**config.mk**
```make
export PLATFORM = sky130hd
export DESIGN_NAME = ibex_branch_predict_bht
export DESIGN_NICKNAME = d
export VERILOG_FILES = /design/src/rtl/ibex_bp_pkg.sv /design/src/rtl/ibex_bp_decode.sv /design/src/rtl/ibex_branch_predict_bht.sv
export SDC_FILE = /design/constraint.sdc
export NUM_CORES = 1
export LEC_CHECK = 0
export ABC_AREA = 1
export CAP_MARGIN = 20
export CORE_MARGIN = 4
export CORE_UTILIZATION = 55
export CTS_CLUSTER_SIZE = 24
export DETAILED_ROUTE_END_ITERATION = 12
export PLACE_DENSITY = 0.78
export SLEW_MARGIN = 20
export SYNTH_ARGS = -nofsm -noshare
export SYNTH_HDL_FRONTEND = slang
export SYNTH_SLANG_ARGS = --single-unit
```
**constraint.sdc**
```tcl
create_clock -name clk_i -period 7.57 [get_ports clk_i]
set_clock_uncertainty 0.15 [all_clocks]
set_input_delay 0.757 -clock clk_i [delete_from_list [all_inputs] [get_ports clk_i]]
set_output_delay 0.757 -clock clk_i [all_outputs]
set_load 0.01 [all_outputs]
```
**src/rtl/ibex_bp_pkg.sv**
```systemverilog
// Shared definitions for the Ibex dynamic branch predictor.
//   - RV32I / RVC opcode and funct3 constants used by the fetch-stage decoder
//   - bp_class_e: decode classification of a fetched instruction
//   - bp_ctr_next(): saturating up/down counter update (counters up to 4 bits)
package ibex_bp_pkg;

    localparam logic [6:0] OPCODE_BRANCH = 7'b1100011;
    localparam logic [6:0] OPCODE_JAL    = 7'b1101111;

    // Quadrant-01 RVC funct3 values (RV32 encoding: 001 is C.JAL)
    localparam logic [2:0] RVC_F3_JAL  = 3'b001;
    localparam logic [2:0] RVC_F3_J    = 3'b101;
    localparam logic [2:0] RVC_F3_BEQZ = 3'b110;
    localparam logic [2:0] RVC_F3_BNEZ = 3'b111;

    typedef enum logic [1:0] {
        BP_NONE,
        BP_JUMP,
        BP_COND
    } bp_class_e;

    // Counters are carried at the widest supported width; callers zero-extend
    // in and truncate out. ctr_max is the saturation ceiling for their width.
    function automatic logic [3:0] bp_ctr_next(input logic [3:0] ctr,
                                               input logic       taken,
                                               input logic [3:0] ctr_max);
        logic [3:0] nxt;
        nxt = ctr;
        if (taken) begin
            if (ctr != ctr_max) nxt = ctr + 4'd1;
        end else begin
            if (ctr != 4'd0) nxt = ctr - 4'd1;
        end
        return nxt;
    endfunction

endpackage

```
**src/rtl/ibex_bp_decode.sv**
```systemverilog
// Combinational fetch-stage branch/jump decoder.
// Ports:
//   instr_i    : fetched word; compressed instructions occupy [15:0]
//   pc_i       : PC of instr_i
//   class_o    : BP_JUMP (JAL, C.J, C.JAL), BP_COND (Bxx, C.BEQZ, C.BNEZ), else BP_NONE
//   imm_neg_o  : sign of the branch/jump offset (backward target)
//   target_o   : pc_i + sign-extended offset, modulo 2^32; equals pc_i for BP_NONE
module ibex_bp_decode
    import ibex_bp_pkg::*;
(
    input  logic [31:0] instr_i,
    input  logic [31:0] pc_i,
    output bp_class_e   class_o,
    output logic        imm_neg_o,
    output logic [31:0] target_o
);

    logic [31:0] imm;

    // NOTE: every signal written here gets a default first, so no path leaves
    // it unassigned and no latch is inferred.
    always_comb begin
        class_o = BP_NONE;
        imm     = 32'd0;

        if (instr_i[1:0] == 2'b11) begin
            if (instr_i[6:0] == OPCODE_JAL) begin
                class_o = BP_JUMP;
                imm     = {{12{instr_i[31]}}, instr_i[19:12], instr_i[20],
                           instr_i[30:21], 1'b0};
            end else if (instr_i[6:0] == OPCODE_BRANCH) begin
                class_o = BP_COND;
                imm     = {{20{instr_i[31]}}, instr_i[7], instr_i[30:25],
                           instr_i[11:8], 1'b0};
            end
        end else if (instr_i[1:0] == 2'b01) begin
            unique case (instr_i[15:13])
                RVC_F3_J, RVC_F3_JAL: begin
                    class_o = BP_JUMP;
                    imm     = {{21{instr_i[12]}}, instr_i[8], instr_i[10:9],
                               instr_i[6], instr_i[7], instr_i[2], instr_i[11],
                               instr_i[5:3], 1'b0};
                end
                RVC_F3_BEQZ, RVC_F3_BNEZ: begin
                    class_o = BP_COND;
                    imm     = {{24{instr_i[12]}}, instr_i[6:5], instr_i[2],
                               instr_i[11:10], instr_i[4:3], 1'b0};
                end
                default: ;
            endcase
        end
    end

    assign imm_neg_o = imm[31];
    assign target_o  = pc_i + imm;

endmodule

```
**src/rtl/ibex_branch_predict_bht.sv**
```systemverilog
// Dynamic branch predictor for the Ibex fetch stage.
// Jumps are predicted taken; conditional branches use a table of saturating
// counters indexed by PC (bimodal) or PC XOR global history (gshare), or a
// static backward-taken rule when DynamicEn=0. Training comes from ID/EX.
// Ports:
//   clk_i, rst_i            : clock, synchronous active-high reset
//   fetch_rdata_i/pc_i/valid: instruction word being fetched
//   predict_branch_taken_o  : taken prediction (0 when invalid or in reset)
//   predict_branch_pc_o     : computed target
//   predict_idx_o           : table index, returned later on resolve_idx_i
//   resolve_valid_i/idx_i/taken_i : conditional branch outcome for training
module ibex_branch_predict_bht
    import ibex_bp_pkg::*;
#(
    parameter int unsigned NumEntries = 64,
    parameter int unsigned CtrW       = 2,
    parameter int unsigned HistLen    = 0,
    parameter bit          DynamicEn  = 1'b1,
    localparam int unsigned IdxW      = $clog2(NumEntries)
) (
    input  logic            clk_i,
    input  logic            rst_i,
    input  logic [31:0]     fetch_rdata_i,
    input  logic [31:0]     fetch_pc_i,
    input  logic            fetch_valid_i,
    output logic            predict_branch_taken_o,
    output logic [31:0]     predict_branch_pc_o,
    output logic [IdxW-1:0] predict_idx_o,
    input  logic            resolve_valid_i,
    input  logic [IdxW-1:0] resolve_idx_i,
    input  logic            resolve_taken_i
);

    localparam logic [CtrW-1:0] CtrInit  = CtrW'((32'd1 << (CtrW - 1)) - 32'd1);
    localparam logic [3:0]      CtrMax   = 4'((32'd1 << CtrW) - 32'd1);
    // Only the low HistLen bits of the history register ever become non-zero.
    localparam logic [IdxW-1:0] HistMask = IdxW'((32'd1 << HistLen) - 32'd1);

    logic [CtrW-1:0] ctr_q [NumEntries];
    logic [IdxW-1:0] ghr_q;

    bp_class_e       br_class;
    logic            imm_neg;
    logic [IdxW-1:0] fetch_idx;
    logic            taken;

    ibex_bp_decode u_decode (
        .instr_i   (fetch_rdata_i),
        .pc_i      (fetch_pc_i),
        .class_o   (br_class),
        .imm_neg_o (imm_neg),
        .target_o  (predict_branch_pc_o)
    );

    // Halfword-aligned PC hashed with the registered (pre-update) history.
    assign fetch_idx     = fetch_pc_i[IdxW:1] ^ ghr_q;
    assign predict_idx_o = fetch_idx;

    always_comb begin
        taken = 1'b0;
        unique case (br_class)
            BP_JUMP: taken = 1'b1;
            BP_COND: taken = DynamicEn ? ctr_q[fetch_idx][CtrW-1] : imm_neg;
            default: taken = 1'b0;
        endcase
        if (!fetch_valid_i || rst_i) taken = 1'b0;
    end

    assign predict_branch_taken_o = taken;

    // NOTE: the counter table is a plain flop array, not a RAM macro, so every
    // entry can be loaded with its reset value on the same edge.
    // NOTE: state uses non-blocking assignments so the prediction path in this
    // cycle always reads the pre-update table and history.
    always_ff @(posedge clk_i) begin
        if (rst_i) begin
            for (int i = 0; i < NumEntries; i++) begin
                ctr_q[i] <= CtrInit;
            end
            ghr_q <= '0;
        end else if (resolve_valid_i) begin
            ctr_q[resolve_idx_i] <= CtrW'(bp_ctr_next(4'(ctr_q[resolve_idx_i]),
                                                      resolve_taken_i, CtrMax));
            ghr_q <= {ghr_q[IdxW-2:0], resolve_taken_i} & HistMask;
        end
    end

endmodule

```
-- After elaboration in Yosys (flattened, before gate mapping)
Memory sizes are Yosys's and may differ from the RTL's.
Cells that the tools add are included.
- register bits: 0
- input bits: 75
- memory bits (writable): 128
- output and inout port bits: 39
- bits in latches: 0
- memory bits (read-only): 0
- memories: 1
- word-level logic and storage cells: 46
- reduce and logical (&&, ||, !) cells: 6
- add/sub/neg operators: 3
- $mul: 0
- div/mod/pow operators: 0
- equality and inequality tests: 11
- multiplexer cells: 25
- bitwise gates (word level): 0
- shift-type cells: 0
- $lt $le $gt $ge: 0
- memories (memory ; depth ; width ; rd ports ; clocked after memory_dff ; write ports ; line ; RTL):
    ctr_q ; 64 ; 2 ; 2 ; 0 ; 64 ; ibex_branch_predict_bht.sv:39 ; logic [CtrW-1:0] ctr_q [NumEntries];
- operators with widths (cell ; count):
    $mux 32 ; 4
    $pmux 32 s2 ; 1
    $add 32x32->32 ; 1
    $mux 2 ; 10
    $eq 7x7->1 const B ; 2
    $eq 3x3->1 const B ; 3
    $mux 1 ; 7
    $mux 6 ; 1
    $reduce_or 2->1 ; 3
    $eq 2x1->1 const B ; 2
    $eq 2x2->1 const B ; 2
    $pmux 2 s2 ; 1
    $eq 3x1->1 const B ; 1
    $add 2x1->2 const B ; 1
    $ne 2x2->1 const B ; 1
    $pmux 1 s2 ; 1
    $reduce_bool 2->1 ; 1
    $sub 2x1->2 const B ; 1
    $logic_not 1->1 ; 1
    $logic_or 1x1->1 ; 1

-- Depth between registers and ports, before layout
Gate-level depths: netlist (run 1).
- depth in word-level cells: 8
- gate-level depth with buffers: 19
- depth with buffers taken out: 19

-- By module
Synthesis (run 1) repeated with hierarchy kept, for this count alone.
- cell total of the unflattened synthesis: 1644
- area, all modules: 10517.6 µm²
- by module, submodules not included (module ; times used ; cells an instance ; seq. area each (µm²) ; area each (µm²)):
    ibex_branch_predict_bht ; 1 ; 1075 ; 3843.7 ; 7748.7
    ibex_bp_decode ; 1 ; 569 ; 0.0 ; 2768.9

-- Worst setup path after synthesis (run 1)
OpenSTA, ideal clock, no wires.
- path type: in2out
- start: in fetch_rdata_i[1]
- end: out predict_branch_pc_o[31]
- arrival: 3559 ps
- required time: 6663 ps
- path slack: 3104 ps
- stages on the path: 13
- buffers on the path: 0
- cell sequence: or2_2 a21oi_1 a21oi_2 a21oi_1 ha_1 a21oi_1 o21ai_0 a21oi_1 nor2_1 nor2_1 a21boi_0 nand2_1 nand2_1
- cells in the longest elaborated chain, start to end: 5
- ends and longest elaborated chain (item ; line ; RTL):
    start: declaration ; ibex_branch_predict_bht.sv:23 ; input logic [31:0] fetch_rdata_i,
    $eq 7x7->1 ; ibex_bp_decode.sv:31 ; end else if (instr_i[6:0] == OPCODE_BRANCH) begin
    $mux 32 ; ibex_bp_decode.sv:31 ;
    $mux 32 ; ibex_bp_decode.sv:27 ; if (instr_i[6:0] == OPCODE_JAL) begin
    $mux 32 * ; ibex_bp_decode.sv:26 ; if (instr_i[1:0] == 2'b11) begin
    $add 32x32->32 * ; ibex_bp_decode.sv:55 ; assign target_o = pc_i + imm;
    end: declaration ; ibex_branch_predict_bht.sv:27 ; output logic [31:0] predict_branch_pc_o,
Every way passes the cells marked *; elsewhere a longest branch is shown, timed or not.

-- Worst setup path in the final report (run 1)
- start: in fetch_rdata_i[0]
- end: out predict_branch_pc_o[23]
The elaborated chain is that of the path after synthesis.

==> run metrics, run 1 <==
Post-Layout Cell Count ~1800; Critical Path RT about 6700 ps; Fin Setup TNS 0 ps; crit path capture type primary output; largest net degree at the start of global routing just over 70; Antenna diodes 0; Starting DRT DRC Count 959; dpl cell area between 10000 and 15000 um2; CTS Buf Count 17; drt total wl approximately 30000 um; dpl cells ~1700; H-Tree Depth 4; Slowest cell on crit path clkdlybuf4s50_1; Syn-to-layout area delta 17.9%; via count approximately 10000; FF-to-FF Start ctr_q[43][1]; post-route cell area 11700 um2; Port Buf Inserts about 110; Post-CTS Resized 0; compound-gate portion of the synthesized area 0.0682; CTS tree done; register area share after synthesis 0.389; largest family of logic cells by synthesized area simple AND/OR/NAND/NOR gates; outcome finished clean; Distinct cells, synth 35; highest clock rate 165 MHz; final global-route overflow total 0; PwrDens between 150 and 200 nW/um2; hpwl dp about 20000 um; drc violations 0; Site Rows 48; Synth Area in Simple Gates 0.382; die width around 140 um; commonest non-fill, non-tap cell in the layout nand2_1; global-route wire length before repair 47800 um; mux cell area share after synthesis 0; clk slew on worst S/H paths about 60 ps; max reg flops between 100 and 150; Max-cap violations 0; io pins 114; ANT nets after route 0; Hold Path End ctr_q[12][0]; Final period util 0.799; die height about 140 um; share of layout cells above drive strength 1 0.0355; number of global-route vias before repair 9491; CP Launch Type input port; biggest regs ctr_q: 128 flops; Post-CTS Setup Bufs 0; Filler Cells Inserted between 1500 and 2000; DR pass1 iterations 6; max_slew headroom 0.441; Wirelength per Cell approximately 17 um; mean area per synthesized cell ~6.7 um2; unrepaired setup endpoints after global routing false; crit path cell chain clkdlybuf4s50_1 > nand2_1 > clkinv_1 > nand4_1 > inv_1 > nand2_1 > o211ai_1 > ha_1 > inv_1 > fa_1 > o21ai_0 > a21oi_1 > o21ai_0 > nand2_1 > nand2_1 > nand3_1 > nand2_1 > nand2_1 > nand2_1 > clkdlybuf4s50_1; CP most frequent cell nand2_1; register with the most flip-flops ctr_q; Yosys reg bits 128; hold depth 5; Worst-Margin Slew 839 ps; core area around 17000 um2; Synth Area in XOR/XNOR 0.0222; Bufs on Longest Clock Path 2; Yosys warnings 0; Post-Synthesis Net Count 1573; CTS root buffer clkbuf_16; Crit Path Class in -> out; Layout Nets 1645; final setup violation count 0; Final Hold Viols 0; Starting Density 0.566; vias per cell 5.70; Global Route Usage Sum 0.299; crit path time final 6050 ps; worst hold path class in -> reg; register-to-register setup slack ~4700 ps; cell count after synthesis approximately 1500; P_leak 4.96 nW; Clock Sinks between 100 and 150; CP arrival between 5000 and 6000 ps; GP Congestion 0.956; Synth Area in Adders 0.0425; cell area after synthesis ~9900 um2; clock latency on the worst-skew pair 430 ps; peak supply drop between 0.15 and 0.2 mV; most frequent cells in the layout 580 x nand2_1, 172 x nor2_1, 147 x inv_1, 137 x nand3_1, 128 x edfxtp_1; CP Buf/Inv Count 5; final number of max-transition violations 0; initial antenna violation count 0; reg-to-reg endpoint ctr_q[30][1]; CTS Hold Bufs 0; worst-path fanout max 18; worst hold start resolve_idx_i[5]; R2R cell count 15; area of the die between 20000 and 25000 um2; Crit path largest cell delay 530 ps; Worst path top cell family by delay buffers and inverters
## power by group
group          internal, mW  switching, mW
Clock                 0.582          0.308
Sequential            0.796        0.00801
Combinational         0.184          0.307
## tightest hold or removal path, stage by stage
cell             delay, ps
clkdlybuf4s50_1        500
nor2_1                  70
nand3_1                100
nor2_1                  60
nand3_1                 70
## cell usage after synthesis
library cell  instances  area [um2]
a21boi_0              1        7.51
a21o_1                5        37.5
a21oi_1              53         265
a21oi_2               1        8.76
a31o_2                1        8.76
a31oi_1               3        18.8
a32o_1                6        60.1
buf_1                 5        18.8
buf_2                19        95.1
buf_4                19         143
buf_6                 2        22.5
clkbuf_1             29         109
clkinv_1              2        7.51
edfxtp_1            128        3840
fa_1                  1        20.0
ha_1                 32         400
inv_1               148         556
inv_2                 1        3.75
nand2_1             581        2180
nand2_2               2        12.5
nand3_1             137         686
nand3b_1              2        15.0
nand4_1              16         100
nor2_1              172         646
nor2b_1               1        6.26
nor3_1               20         100
nor4_1                3        18.8
o2111ai_1             1        8.76
o211ai_1              4        30.0
o21ai_0              40         200
o21bai_1              3        22.5
o22ai_1               1        6.26
or2_2                 1        6.26
xnor2_1               7        61.3
xor2_1               18         158
## layer usage
| metal | vias to the layer above | global-route usage | wire length, um |
|---|---|---|---|
| met5 | - | 0 | 0 |
| met4 | 0 | 0.119 | 1220 |
| met3 | 100 | 0.0497 | 3260 |
| met2 | 604 | 0.505 | 14000 |
| li1 | 4856 | - | - |
| met1 | 4563 | 0.385 | 11600 |
## worst max path at each step
stage	endpoint	slack, ps	cells after the start	start
6_report	predict_branch_pc_o[23]	1520	20	fetch_rdata_i[0]
4_1_cts	predict_branch_pc_o[23]	1510	20	fetch_rdata_i[0]
3_3_place_gp	predict_branch_pc_o[23]	1570	20	fetch_rdata_i[0]
5_1_grt	predict_branch_pc_o[31]	1070	20	fetch_rdata_i[0]
2_1_floorplan	predict_branch_pc_o[31]	3100	13	fetch_rdata_i[1]
3_5_place_dp	predict_branch_pc_o[23]	1530	20	fetch_rdata_i[0]
## cell type report
class | instances | area [um2] | area share
clock buffer | 18 | 429 | 0.0368
sequential | 128 | 3840 | 0.330
tap | 225 | 282 | 0.0242
timing repair buffer | 127 | 1230 | 0.106
multi-input combinational | 1112 | 5090 | 0.436
clock inverter | 14 | 214 | 0.0184
inverter | 151 | 567 | 0.0486
## logic make-up after synthesis
family	count (synthesis)
xor+xnor	25
simple gates	935
buf+inv	225
fa+ha+maj	33
compound gates	119
flops	128
## metrics by stage
step / worst slack [ps] / utilization / total power [mW] / hold WS, ps
floorplan: 3100 / - / 1.11 / 869
global placement: 1570 / 0.629 / 1.30 / 1310
detailed placement: 1530 / 0.629 / 1.30 / 1300
CTS: 1510 / 0.666 / 2.18 / 1080
global route: 1070 / 0.667 / 2.27 / 1120
finish: 1520 / 0.667 / 2.19 / 1090
Note: power is estimated with default switching activity, not from simulation.
==> inputs of run 2 (changes only) <==
Clock period 7.57 ns to 5.7 ns, I/O delays scaled along.
==> run 2 against run 1 <==
Against the previous run:
- via count fell by 1.2%
- setup slack worse by 1000 ps
- hold slack got worse by 170 ps
- clock power up 28%
- sequential cell count is the same
- critical path depth unchanged
- non-clock buffer count increased by 6
- final area up 0.28%
- largest cell class unchanged
- core utilization increased by 0.19 points
- combinational power grew 34%
- final cell count up 0.34%
==> run metrics, run 2 (synthesis gave the netlist of run 1 again) <==
DR pass1 iterations 6; unrepaired setup endpoints after global routing false; Starting Density 0.566; CP startpoint fetch_rdata_i[6]; hold depth 5; Layout Utilization 0.669; Wirelength per Cell between 15 and 20 um; Layout Nets around 1700; register with the most flip-flops ctr_q; CP arrival about 4500 ps; P_leak approximately 5.0 nW; Final Hold Viols 0; Post-Layout Cell Count between 1500 and 2000; Port Buf Inserts approximately 110; H-Tree Depth 4; final setup violation count 0; Starting DRT DRC Count between 900 and 1000; FF-to-FF Start ctr_q[3][1]; Filler Cells Inserted between 1500 and 2000; io pins 114; CTS Hold Bufs 0; hpwl dp 20400 um; worst-path fanout max 5; clk slew on worst S/H paths about 60 ps; worst hold path class in -> reg; Worst-Margin Slew 877 ps; CTS root buffer clkbuf_16; CTS Buf Count 17; R2R cell count 13; Clock Sinks 128; die height around 140 um; Bufs on Longest Clock Path 2; cell count along the critical path 20; max reg flops ~130; area of the die between 20000 and 25000 um2; via count about 10000; crit path cell chain clkdlybuf4s50_1 > inv_1 > nor3_1 > nand4_1 > inv_1 > nand2_1 > o211ai_1 > ha_1 > inv_1 > fa_1 > o21ai_0 > a21oi_1 > o21ai_0 > nand2_1 > nand2_1 > nand3_1 > nand2_1 > nand2_1 > nand2_1 > clkdlybuf4s50_1; CP Launch Type input port; Critical Path RT between 4000 and 5000 ps; Crit Path Class in -> out; CTS tree done; crit path capture type primary output; Antenna diodes 0; Worst path top cell family by delay buffers and inverters; Syn-to-layout area delta 18.3%; PwrDens about 250 nW/um2; register area just under 4000 um2; worst hold start resolve_idx_i[5]; final global-route overflow total 0; global-route wire length before repair roughly 47000 um; Final period util 0.916; ANT nets after route 0; area of the multi-input gates 5090 um2; core area around 17000 um2; die width between 100 and 150 um; Max-cap violations 0; most frequent cells in the layout 580 x nand2_1, 172 x nor2_1, 147 x inv_1, 137 x nand3_1, 128 x edfxtp_1; CP most frequent cell nand2_1; Slowest cell on crit path o21ai_0; share of layout cells above drive strength 1 0.0386; dpl cells 1748; Post-CTS Setup Bufs 0; vias per cell 5.62; Global Route Usage Sum 0.295; final number of max-transition violations 0; number of global-route vias before repair around 9600; Fin Setup TNS 0 ps; CP Buf/Inv Count 5; crit path time final 5220 ps; highest clock rate between 150 and 200 MHz; Site Rows 48; Crit path largest cell delay about 590 ps; max_slew headroom 0.414; peak supply drop between 0.2 and 0.25 mV; largest net degree at the start of global routing 70; Post-CTS Resized 0; commonest non-fill, non-tap cell in the layout nand2_1; drt total wl 29900 um; GP Congestion between 0.9 and 1; clock latency on the worst-skew pair 420 ps; drc violations 0; initial antenna violation count 0; biggest regs ctr_q: 128 flops; outcome finished clean
## run 2: changes by cell type in the layout (fill, tap and decap cells not counted), sizes merged
cell / delta
bufinv: -1
inv: +1
buf: +6
clkinvlp: -4
clkinv: +4
## run 2: tightest hold or removal path, delay by kind of cell
| family | cells | cell delay, ps |
|---|---|---|
| buffers and inverters | 1 | 510 |
| AND/OR/NAND/NOR | 4 | 290 |
## run 2: power by group
part / switching (mW) / internal, mW / leakage (nW)
Combinational: 0.408 / 0.251 / 3.55
Clock: 0.407 / 0.731 / 0.300
Sequential: 0.0105 / 1.06 / 1.15
## run 2: worst paths after layout
| kind | endpoint | slack (ps) |
|---|---|---|
| setup reg to reg | ctr_q[12][0] | 3040 |
| hold reg to reg | ctr_q[12][1] | 1270 |
| hold / removal | ctr_q[13][0] | 920 |
| setup / recovery | predict_branch_pc_o[23] | 480 |
## run 2: stage by stage
stage               hold WS, ps  area, um2  power [mW]  worst slack [ps]
floorplan                   716       9880        1.48              1610
global placement            990      11100        1.73               490
CTS                         895      11700        2.86               455
global route                944      11700        2.98               156
finish                      917      11700        2.86               477
detailed placement          990      11100        1.73               465
## run 2: per-layer routing
metal | up-vias | share of wire | GRT usage
li1 | 4866 | - | -
met1 | 4494 | 0.39 | 0.364
met2 | 546 | 0.46 | 0.496
met3 | 96 | 0.11 | 0.0638
met4 | 0 | 0.040 | 0.136
met5 | - | 0 | 0
## run 2: final cells by class
cell class,count,share of cell area
clock buffer,18,0.0367
clock inverter,14,0.0162
inverter,151,0.0485
timing repair buffer,133,0.110
tap,225,0.0241
sequential,128,0.329
multi-input combinational,1112,0.435
==> inputs of run 3 (changes only) <==
Settings changed: SKIP_LAST_GASP set to 1.
==> results of run 3 <==
The final DEF is identical to that of run 2; final timing and power are the same.
